--- config.mk ---
export PLATFORM = sky130hd
export DESIGN_NAME = regfile_sequencer
export DESIGN_NICKNAME = d
export VERILOG_FILES = /design/src/rtl/regfile_sequencer.sv
export SDC_FILE = /design/constraint.sdc
export NUM_CORES = 1
export LEC_CHECK = 0
export ABC_AREA = 1
export ABC_CLOCK_PERIOD_IN_PS = 1500
export CAP_MARGIN = 20
export CORE_UTILIZATION = 44
export DETAILED_ROUTE_END_ITERATION = 16
export PLACE_DENSITY = 0.76
export SETUP_SLACK_MARGIN = 0.4
export SLEW_MARGIN = 20
export SYNTH_ARGS = -nofsm -noshare
export SYNTH_HDL_FRONTEND = slang
export SYNTH_SLANG_ARGS = --single-unit
--- constraint.sdc ---
create_clock -name CLK -period 1.5 [get_ports CLK]
set_input_delay 0.15 -clock CLK [delete_from_list [all_inputs] [get_ports CLK]]
set_output_delay 0.15 -clock CLK [all_outputs]
set_load 0.005 [all_outputs]
--- src/rtl/regfile_sequencer.sv ---
// Command sequencer for a small register file: latches a 9-bit command and
// walks it through one or two execute cycles, driving the bus strobes and selects.
module regfile_sequencer (
   input  logic       CLK,
   input  logic       RST_bar,
   input  logic [8:0] CMD,
   input  logic       CMD_VALID,
   output logic       CMD_READY,
   output logic       ADDR_ASSERT_bar,
   output logic       ADDR_LOAD_bar,
   output logic       ADDR_INC,
   output logic       MAIN_ASSERT_bar,
   output logic       MAIN_LOAD_bar,
   output logic       LHS_ASSERT_bar,
   output logic       RHS_ASSERT_bar,
   output logic [2:0] ADDR_ASSERT_SEL,
   output logic [2:0] ADDR_LOAD_SEL,
   output logic [2:0] ADDR_INC_SEL,
   output logic [2:0] MAIN_ASSERT_SEL,
   output logic [2:0] MAIN_LOAD_SEL,
   output logic [2:0] LHS_ASSERT_SEL,
   output logic [2:0] RHS_ASSERT_SEL,
   output logic       MEM_READ_bar,
   output logic       ALU_ASSERT_bar,
   output logic       BUSY,
   output logic       DONE,
   output logic       ERR
);

   typedef enum logic [1:0] {IDLE = 2'd0, EX1 = 2'd1, EX2 = 2'd2} state_t;

   localparam logic [2:0] OP_MOV   = 3'd0;
   localparam logic [2:0] OP_INC16 = 3'd1;
   localparam logic [2:0] OP_FETCH = 3'd2;
   localparam logic [2:0] OP_ALU   = 3'd3;
   localparam logic [2:0] OP_ACOPY = 3'd4;

   typedef struct packed {
      logic       cmd_ready;
      logic       addr_assert_n;
      logic       addr_load_n;
      logic       addr_inc;
      logic       main_assert_n;
      logic       main_load_n;
      logic       lhs_assert_n;
      logic       rhs_assert_n;
      logic       mem_read_n;
      logic       alu_assert_n;
      logic       busy;
      logic       done;
      logic [2:0] addr_assert_sel;
      logic [2:0] addr_load_sel;
      logic [2:0] addr_inc_sel;
      logic [2:0] main_assert_sel;
      logic [2:0] main_load_sel;
      logic [2:0] lhs_assert_sel;
      logic [2:0] rhs_assert_sel;
   } out_t;

   // Strobe/select pattern for a given state and latched command. Outputs are
   // registered, so this is evaluated on the next-state values.
   function automatic out_t decode(input state_t st, input logic [8:0] c);
      out_t o;
      o = '{cmd_ready: 1'b0, addr_assert_n: 1'b1, addr_load_n: 1'b1, addr_inc: 1'b0,
            main_assert_n: 1'b1, main_load_n: 1'b1, lhs_assert_n: 1'b1, rhs_assert_n: 1'b1,
            mem_read_n: 1'b1, alu_assert_n: 1'b1, busy: 1'b0, done: 1'b0,
            default: 3'd0};
      case (st)
         IDLE: o.cmd_ready = 1'b1;
         EX1: begin
            o.busy      = 1'b1;
            o.done      = 1'b1;
            o.cmd_ready = 1'b1;
            case (c[8:6])
               OP_MOV: begin
                  o.main_assert_n   = 1'b0;
                  o.main_assert_sel = {1'b0, c[3:2]};
                  o.main_load_n     = 1'b0;
                  o.main_load_sel   = {1'b0, c[5:4]};
               end
               OP_INC16: begin
                  o.addr_inc     = 1'b1;
                  o.addr_inc_sel = {1'b0, c[5:4]};
               end
               OP_FETCH: begin
                  o.done            = 1'b0;
                  o.cmd_ready       = 1'b0;
                  o.addr_assert_n   = 1'b0;
                  o.addr_assert_sel = {1'b0, c[3:2]};
                  o.mem_read_n      = 1'b0;
                  o.main_load_n     = 1'b0;
                  o.main_load_sel   = {1'b0, c[5:4]};
               end
               OP_ALU: begin
                  o.lhs_assert_n   = 1'b0;
                  o.lhs_assert_sel = {1'b0, c[3:2]};
                  o.rhs_assert_n   = 1'b0;
                  o.rhs_assert_sel = {1'b0, c[1:0]};
                  o.alu_assert_n   = 1'b0;
                  o.main_load_n    = 1'b0;
                  o.main_load_sel  = {1'b0, c[5:4]};
               end
               OP_ACOPY: begin
                  o.addr_assert_n   = 1'b0;
                  o.addr_assert_sel = {1'b0, c[3:2]};
                  o.addr_load_n     = 1'b0;
                  o.addr_load_sel   = {1'b0, c[5:4]};
               end
               default: o.done = 1'b1;  // illegal opcode: no strobes
            endcase
         end
         EX2: begin
            o.busy         = 1'b1;
            o.done         = 1'b1;
            o.cmd_ready    = 1'b1;
            o.addr_inc     = 1'b1;
            o.addr_inc_sel = {1'b0, c[3:2]};
         end
         default: o.cmd_ready = 1'b1;
      endcase
      return o;
   endfunction

   state_t     state_r, state_s;
   logic [8:0] cmd_r, cmd_s;
   out_t       out_r, out_s;
   logic       err_r;
   logic       accept_s;

   // Next state and next latched command.
   always_comb begin
      accept_s = CMD_VALID & out_r.cmd_ready;
      state_s  = IDLE;
      cmd_s    = cmd_r;
      if (accept_s) begin
         state_s = EX1;
         cmd_s   = CMD;
      end else if ((state_r == EX1) && (cmd_r[8:6] == OP_FETCH)) begin
         state_s = EX2;
      end else begin
         state_s = IDLE;
      end
      out_s = decode(state_s, cmd_s);
   end

   // State, command latch, registered outputs and sticky error flag.
   always_ff @(posedge CLK) begin
      if (!RST_bar) begin
         state_r <= IDLE;
         cmd_r   <= 9'd0;
         out_r   <= decode(IDLE, 9'd0);
         err_r   <= 1'b0;
      end else begin
         state_r <= state_s;
         cmd_r   <= cmd_s;
         out_r   <= out_s;
         err_r   <= err_r | ((state_r == EX1) && (cmd_r[8:6] >= 3'd5));
      end
   end

   assign CMD_READY       = out_r.cmd_ready;
   assign ADDR_ASSERT_bar = out_r.addr_assert_n;
   assign ADDR_LOAD_bar   = out_r.addr_load_n;
   assign ADDR_INC        = out_r.addr_inc;
   assign MAIN_ASSERT_bar = out_r.main_assert_n;
   assign MAIN_LOAD_bar   = out_r.main_load_n;
   assign LHS_ASSERT_bar  = out_r.lhs_assert_n;
   assign RHS_ASSERT_bar  = out_r.rhs_assert_n;
   assign ADDR_ASSERT_SEL = out_r.addr_assert_sel;
   assign ADDR_LOAD_SEL   = out_r.addr_load_sel;
   assign ADDR_INC_SEL    = out_r.addr_inc_sel;
   assign MAIN_ASSERT_SEL = out_r.main_assert_sel;
   assign MAIN_LOAD_SEL   = out_r.main_load_sel;
   assign LHS_ASSERT_SEL  = out_r.lhs_assert_sel;
   assign RHS_ASSERT_SEL  = out_r.rhs_assert_sel;
   assign MEM_READ_bar    = out_r.mem_read_n;
   assign ALU_ASSERT_bar  = out_r.alu_assert_n;
   assign BUSY            = out_r.busy;
   assign DONE            = out_r.done;
   assign ERR             = err_r;

endmodule

==> reports/metrics.yaml, run 1 <==
critical_path:
  reg2reg_setup_slack_ns: 0.27
  cp_common_cell: "sky130_fd_sc_hd__inv_4"
  crit_path_start_kind: "flip-flop"
  reg2regPathDepth: 8
  timing.critical_path.to_type: "flip-flop"
  timing.critical_path.fanout_max: 6
  critical_path_class: "reg2reg"
  critical-path-max-stage-delay_ns: 0.38
  critical_path_arrival_ns: 1.46
  worstPathCellList: "buf_8 -> nand2_8 -> nor2_8 -> inv_4 -> nand2_4 -> inv_4 -> o21ai_2 -> o21ai_1"
  r2r_start: "MEM_READ_bar"
  worst-endpoint-required_ns: 1.73
  slowest_stage: "sky130_fd_sc_hd__dfxtp_4"
  regToRegEndpoint: "DONE"
synthesis:
  synth_adder_area_share_pct: 0
  ys_types: 25
  synth_compound_area_share_pct: 4.66
  synth-warning-count: 0
  post_synth_mux_area_share_pct: 1.46
  ys_ff_latch: 35
  synth_top_family_by_area: "simple AND/OR/NAND/NOR gates"
  synth_xor_xnor_area_share_pct: 0
  syn_inst: 146
  ys_seq_area_share_pct: 51.1
  post_synth_instance_area_um2: 1370
  post_synth_and_or_nand_nor_area_fraction_pct: 30.4
  syn-mean-instance-area_um2: 9.38
routing:
  post-route-drc-count: 2
  via_count: 1104
  vias_per_cell: 4.72
  drt_wl_total_um: 3130
  detail_route.first_pass.iterations: 13
  ant_nets: 0
  initialDrtViolationCount: 24
  drt-wirelength-per-cell_um: 13.4
min_path:
  hold_start: "RST_bar"
  instance_count_along_the_most_critical_hold_path: 3
  holdPathEnd: "BUSY"
  holdCritPathClass: "in2reg"
floorplan:
  fp.dieH_um: 57.8
  coreArea_um2: 2850
  fp-row-count: 19
  floorplan.initialDensity_pct: 48.0
  dieArea_um2: 3340
  die-width_um: 57.8
  top_level_ports: 46
timing:
  fin_skew_ns: 0.00812
  share_of_the_clock_period_used_by_the_worst_path_pct: 82.0
  finalHoldViolCount: 0
  fin_worst_hold_slack_ns: 0.390
  timing.fmax_ghz: 0.813
  fin_crit_ns: 1.23
  fin_setup_tns_ns: 0
  report.final.setup_viol: 0
  grt_setup_unrepaired: "true"
  finalMaxSlewViolations: 0
cts:
  cts_tree: "done"
  clock_latency_ns: 0.33
  clock-sinks: 35
  h-tree-depth: 2
  cts.clk_slew.worst_paths_ns: 0.10
  cts_root_buf: "sky130_fd_sc_hd__clkbuf_4"
  cts_buffers: 5
  postCtsHoldBufs: 0
  clockBufferDepth: 2
global_routing:
  grt_pass1_wl_um: 4830
  grt_pass1_vias: 1029
  antenna_violations_before_repair: 0
  grt_util_overall_pct: 19.8
  total_grt_overflow: 0
  grt_max_degree: 11
finish:
  filler_cell_count: 215
  mostFrequentLayoutCell: "sky130_fd_sc_hd__dfxtp_1"
  multi_input_area_um2: 633
  register_area_um2: 714
  layout.cells.most_common_list: "sky130_fd_sc_hd__dfxtp_1, sky130_fd_sc_hd__nor2_1, sky130_fd_sc_hd__dlygate4sd2_1"
  number_of_antenna_repair_diodes: 0
  fin_util_pct: 71.0
  layout_overhead_on_the_synthesized_area_pct: 47.9
  drive_above_1_share_pct: 40.9
  layout.nets: 214
pwr:
  share_comb_of_total_power_pct: 18.8
  power.density_nw_per_um2: 944
  netSwitchingFraction_pct: 26.8
  pwr-share-clk_pct: 29.9
  static-leakage-power_uw: 0.000929
  vdd_ir_drop_max_v: 0.000626
  total_power_uw: 1910
  p_int_uw: 1400
  part_of_the_power_in_registers_pct: 51.3
  netSwitchingPower_uw: 513
flow_run:
  timing.max_cap.violations: 0
place:
  gp_congestion: 0.799
  hpwl_um: 2150
  number_of_buffers_inserted_by_port_buffering: 38
run_status:
  violations_in_the_final_reports: "design-rule violations"
  outcome: "complete, but fails checks"
[cells by family (layout without fill, tap and decap cells)]
kind of cell | Yosys count | in the layout
compound gates | 9 | 9
buf+inv | 29 | 79
flops | 35 | 35
mux | 2 | 2
other cells | 1 | 7
simple gates | 70 | 71
[cell type report]
cell class / instances / share of cell area (%)
Sequential cell: 35 / 35.3
Multi-Input combinational cell: 89 / 31.3
Timing Repair Buffer: 54 / 24.4
Inverter: 17 / 3.77
Clock buffer: 8 / 3.40
Tap cell: 31 / 1.91
[sequential cells by signal, summed over array words and instances (netlist names), 2 cells and up]
name and cells:
MAIN_LOAD_SEL 2, ADDR_LOAD_SEL 2, cmd_r 9, LHS_ASSERT_SEL 2, state_r 2, ADDR_ASSERT_SEL 2
RHS_ASSERT_SEL 2, MAIN_ASSERT_SEL 2, ADDR_INC_SEL 2
[repair_timing]
item,4_1_cts,5_1_grt
buffers inserted,8,0
pin swaps,11,9
gates cloned,1,0
gates resized for setup,58,27
setup endpoints to repair,54,42
[synth_stat cells]
library cell | instances | area, um2
sky130_fd_sc_hd__clkbuf_1 | 1 | 3.75
sky130_fd_sc_hd__o21ai_2 | 2 | 17.5
sky130_fd_sc_hd__buf_8 | 1 | 15.0
sky130_fd_sc_hd__inv_6 | 1 | 8.76
sky130_fd_sc_hd__nand3_1 | 7 | 35.0
sky130_fd_sc_hd__nand2_2 | 5 | 31.3
sky130_fd_sc_hd__nor2_1 | 20 | 75.1
sky130_fd_sc_hd__a21oi_1 | 4 | 20.0
sky130_fd_sc_hd__mux2i_1 | 2 | 20.0
sky130_fd_sc_hd__conb_1 | 1 | 3.75
sky130_fd_sc_hd__nor2_2 | 4 | 25.0
sky130_fd_sc_hd__nor2_4 | 1 | 11.3
sky130_fd_sc_hd__o21ai_1 | 1 | 5.00
sky130_fd_sc_hd__nand4_1 | 4 | 25.0
sky130_fd_sc_hd__nand2_4 | 2 | 22.5
sky130_fd_sc_hd__inv_1 | 11 | 41.3
sky130_fd_sc_hd__nand3_4 | 3 | 52.6
sky130_fd_sc_hd__a21oi_4 | 1 | 16.3
sky130_fd_sc_hd__inv_4 | 1 | 6.26
sky130_fd_sc_hd__buf_4 | 10 | 75.1
sky130_fd_sc_hd__nor2_8 | 3 | 60.1
sky130_fd_sc_hd__nand2_1 | 21 | 78.8
sky130_fd_sc_hd__o21ai_0 | 1 | 5.00
sky130_fd_sc_hd__inv_2 | 4 | 15.0
sky130_fd_sc_hd__dfxtp_1 | 35 | 701
[stage by stage]
step	area [um2]	std cells	worst slack (ns)
after floorplan	1390	152	0.424
after global placement	1790	217	0.0452
after detailed placement	1790	217	-0.0260
after CTS	1990	234	0.263
after global routing	2030	234	0.232
final	2030	234	0.270
[worst max path at each step]
| stage | start | to | slack (ns) | depth (start not counted) |
|---|---|---|---|---|
| global route | MEM_READ_bar | DONE | 0.23 | 6 |
| detailed placement | CMD_VALID | DONE | -0.03 | 7 |
| CTS | MEM_READ_bar | MEM_READ_bar | 0.26 | 2 |
| finish | MEM_READ_bar | DONE | 0.27 | 8 |
| global placement | CMD_VALID | DONE | 0.05 | 7 |
| floorplan | MEM_READ_bar | ADDR_ASSERT_SEL[0] | 0.42 | 7 |
[layer usage]
layer	vias to the layer above	wire length (um)	GRT usage [%]
met5	-	0	0
met4	0	47	7.14
li1	548	-	-
met3	6	134	6.92
met1	525	1320	22.4
met2	25	1630	34.3
[worst max-delay path, delay by kind of cell, from the launching register on]
family                 cells  cell delay, ns
DFF                        1            0.38
and+or+nand+nor            3            0.27
buffers and inverters      3            0.25
AOI/OAI and AO/OA          2            0.22
[power by group through the flow]
stage	Clock [uW]	Combinational (uW)	Sequential (uW)
global placement	0	282	1000
floorplan	0	181	1000
finish	572	360	980
global route	629	384	983
detailed placement	0	287	1000
CTS	581	339	978
No activity file was read; power rests on OpenSTA's default activity.
==> run 2, diff against run 1 <==
--- a/config.mk
+++ b/config.mk
@@ -6,7 +6,7 @@
 export NUM_CORES = 1
 export LEC_CHECK = 0
 export ABC_AREA = 1
-export ABC_CLOCK_PERIOD_IN_PS = 1500
+export ABC_CLOCK_PERIOD_IN_PS = 1200
 export CAP_MARGIN = 20
 export CORE_UTILIZATION = 44
 export DETAILED_ROUTE_END_ITERATION = 16
==> constraint.sdc (replaced) <==
create_clock -name CLK -period 1.2 [get_ports CLK]
set_input_delay 0.12 -clock CLK [delete_from_list [all_inputs] [get_ports CLK]]
set_output_delay 0.12 -clock CLK [all_outputs]
set_load 0.005 [all_outputs]
==> run 2 against run 1 <==
Against the previous run: first-iteration DRC count is 21% lower; combinational power is 35% higher; the run ends with design-rule violations, negative setup slack left; global-route usage down 0.48 points; highest routed layer unchanged; wire length decreased by 2.0%; via count increased by 1.1%; register-to-register slack worse by 0.30 ns; hold slack worse by 0.15 ns; flip-flop and latch count did not move; power rose by 36%; clock skew shrank 0.0025 ns; cell count up 1.7%; non-clock buffer count grew 5.
==> reports/metrics.yaml, run 2 (synthesized netlist as in run 1, its figures left out) <==
global_routing:
  grt_pass1_vias: 1079
  antenna_violations_before_repair: 0
  grt_util_overall_pct: 19.3
  total_grt_overflow: 0
  grt_pass1_wl_um: 4800
  grt_max_degree: 12
cts:
  h-tree-depth: 2
  clock-sinks: 35
  postCtsHoldBufs: 0
  cts_root_buf: "sky130_fd_sc_hd__clkbuf_4"
  cts_buffers: 5
  cts.clk_slew.worst_paths_ns: 0.11
  clockBufferDepth: 2
  clock_latency_ns: 0.33
  cts_tree: "done"
pwr:
  power.density_nw_per_um2: 1250
  vdd_ir_drop_max_v: 0.000996
  static-leakage-power_uw: 0.000949
critical_path:
  worst-endpoint-required_ns: 1.47
  crit_path_start_kind: "flip-flop"
  critical_path_arrival_ns: 1.51
  timing.critical_path.to_type: "flip-flop"
  timing.critical_path.fanout_max: 8
  critical_path_class: "reg2reg"
finish:
  stdcell_area_um2: 2070
  layout.cells.most_common_list: "sky130_fd_sc_hd__dfxtp_1, sky130_fd_sc_hd__buf_2, sky130_fd_sc_hd__nor2_1"
  layoutNonFillerInstCount: 238
  number_of_antenna_repair_diodes: 0
  layout.nets: 218
  drive_above_1_share_pct: 58.5
  layout_overhead_on_the_synthesized_area_pct: 51.4
  regMostFlops: "cmd_r"
  largest_register_ff_count: 9
  mostFrequentLayoutCell: "sky130_fd_sc_hd__dfxtp_1"
place:
  hpwl_um: 2070
  gp_congestion: 0.836
  pre_cts_ws_ns: -0.364
  dp.cells: 220
  number_of_buffers_inserted_by_port_buffering: 38
  placement.cell_area_um2: 1860
routing:
  via_count: 1116
  initialDrtViolationCount: 19
  detail_route.first_pass.iterations: 12
  vias_per_cell: 4.69
  drt-wirelength-per-cell_um: 12.9
  ant_nets: 0
  drt_wl_total_um: 3070
  post-route-drc-count: 1
timing:
  timing.fmax_ghz: 0.810
  finalHoldViolCount: 0
  fin_worst_hold_slack_ns: 0.245
  fin_crit_ns: 1.23
  grt_setup_unrepaired: "true"
  fin_setup_tns_ns: -0.0788
  share_of_the_clock_period_used_by_the_worst_path_pct: 103
  finalMaxSlewViolations: 0
  report.final.setup_viol: 6
  fin_skew_ns: 0.00563
  timing.final.ws_setup_ns: -0.0340
floorplan:
  dieArea_um2: 3340
  fp.dieH_um: 57.8
  die-width_um: 57.8
  floorplan.initialDensity_pct: 48.0
  coreArea_um2: 2850
  top_level_ports: 46
  fp-row-count: 19
min_path:
  holdCritPathClass: "in2reg"
run_status:
  violations_in_the_final_reports: "design-rule violations, negative setup slack"
  outcome: "complete, but fails checks"
flow_run:
  timing.max_cap.violations: 0
==> run 2: timing repair <==
| action | CTS | global route |
|---|---|---|
| buffers inserted | 5 | 4 |
| setup endpoints to repair | 62 | 62 |
| gates cloned | 1 | 0 |
| gates resized for setup | 142 | 23 |
| pin swaps | 7 | 7 |
==> run 2: worst paths after layout <==
path,start,end,cells past startpoint,slack (ns)
worst min register to register,ERR,ERR,2,0.46
worst min-delay path,RST_bar,BUSY,3,0.25
worst max-delay path,MEM_READ_bar,ADDR_INC_SEL[0],7,-0.03
worst max register to register,MEM_READ_bar,ADDR_INC_SEL[0],7,-0.03
==> run 2: layer usage <==
metal | vias to the layer above | track usage [%] | wire, um
li1 | 560 | - | -
met1 | 513 | 20.8 | 1180
met2 | 35 | 33.0 | 1660
met3 | 8 | 6.47 | 158
met4 | 0 | 10.9 | 68
met5 | - | 0 | 0
==> run 2: power by group <==
| part | total (uW) | internal, uW | leakage (uW) | switching, uW |
|---|---|---|---|---|
| sequential | 1230 | 1200 | 0.000288 | 22.1 |
| combinational | 486 | 221 | 0.000613 | 265 |
| clock | 882 | 492 | 0.0000482 | 390 |
| total | 2590 | 1920 | 0.000949 | 677 |
==> run 2: worst max-delay path: stages (launching register included) <==
cell and delay, ns:
sky130_fd_sc_hd__dfxtp_4 0.36, sky130_fd_sc_hd__buf_6 0.13, sky130_fd_sc_hd__nand2_8 0.13, sky130_fd_sc_hd__buf_12 0.14
sky130_fd_sc_hd__clkinv_8 0.06, sky130_fd_sc_hd__nor2_4 0.13, sky130_fd_sc_hd__nand4_1 0.10, sky130_fd_sc_hd__a21oi_1 0.14
==> run 2: through the flow <==
step | utilization [%] | total power [uW]
finish | 72.7 | 2590
global route | 72.7 | 2700
CTS | 68.8 | 2550
detailed placement | 65.2 | 1640
global placement | 65.2 | 1630
floorplan | - | 1500
==> run 2: area by class of cell <==
type / instances / area [um2]
fillers: 219 / 778
flip-flops and latches: 35 / 716
repair buffers: 59 / 485
multi-input cells: 88 / 658
well taps: 31 / 38.8
inverters: 17 / 90.1
clock inverters: 2 / 35.0
clock buffers: 6 / 51.3
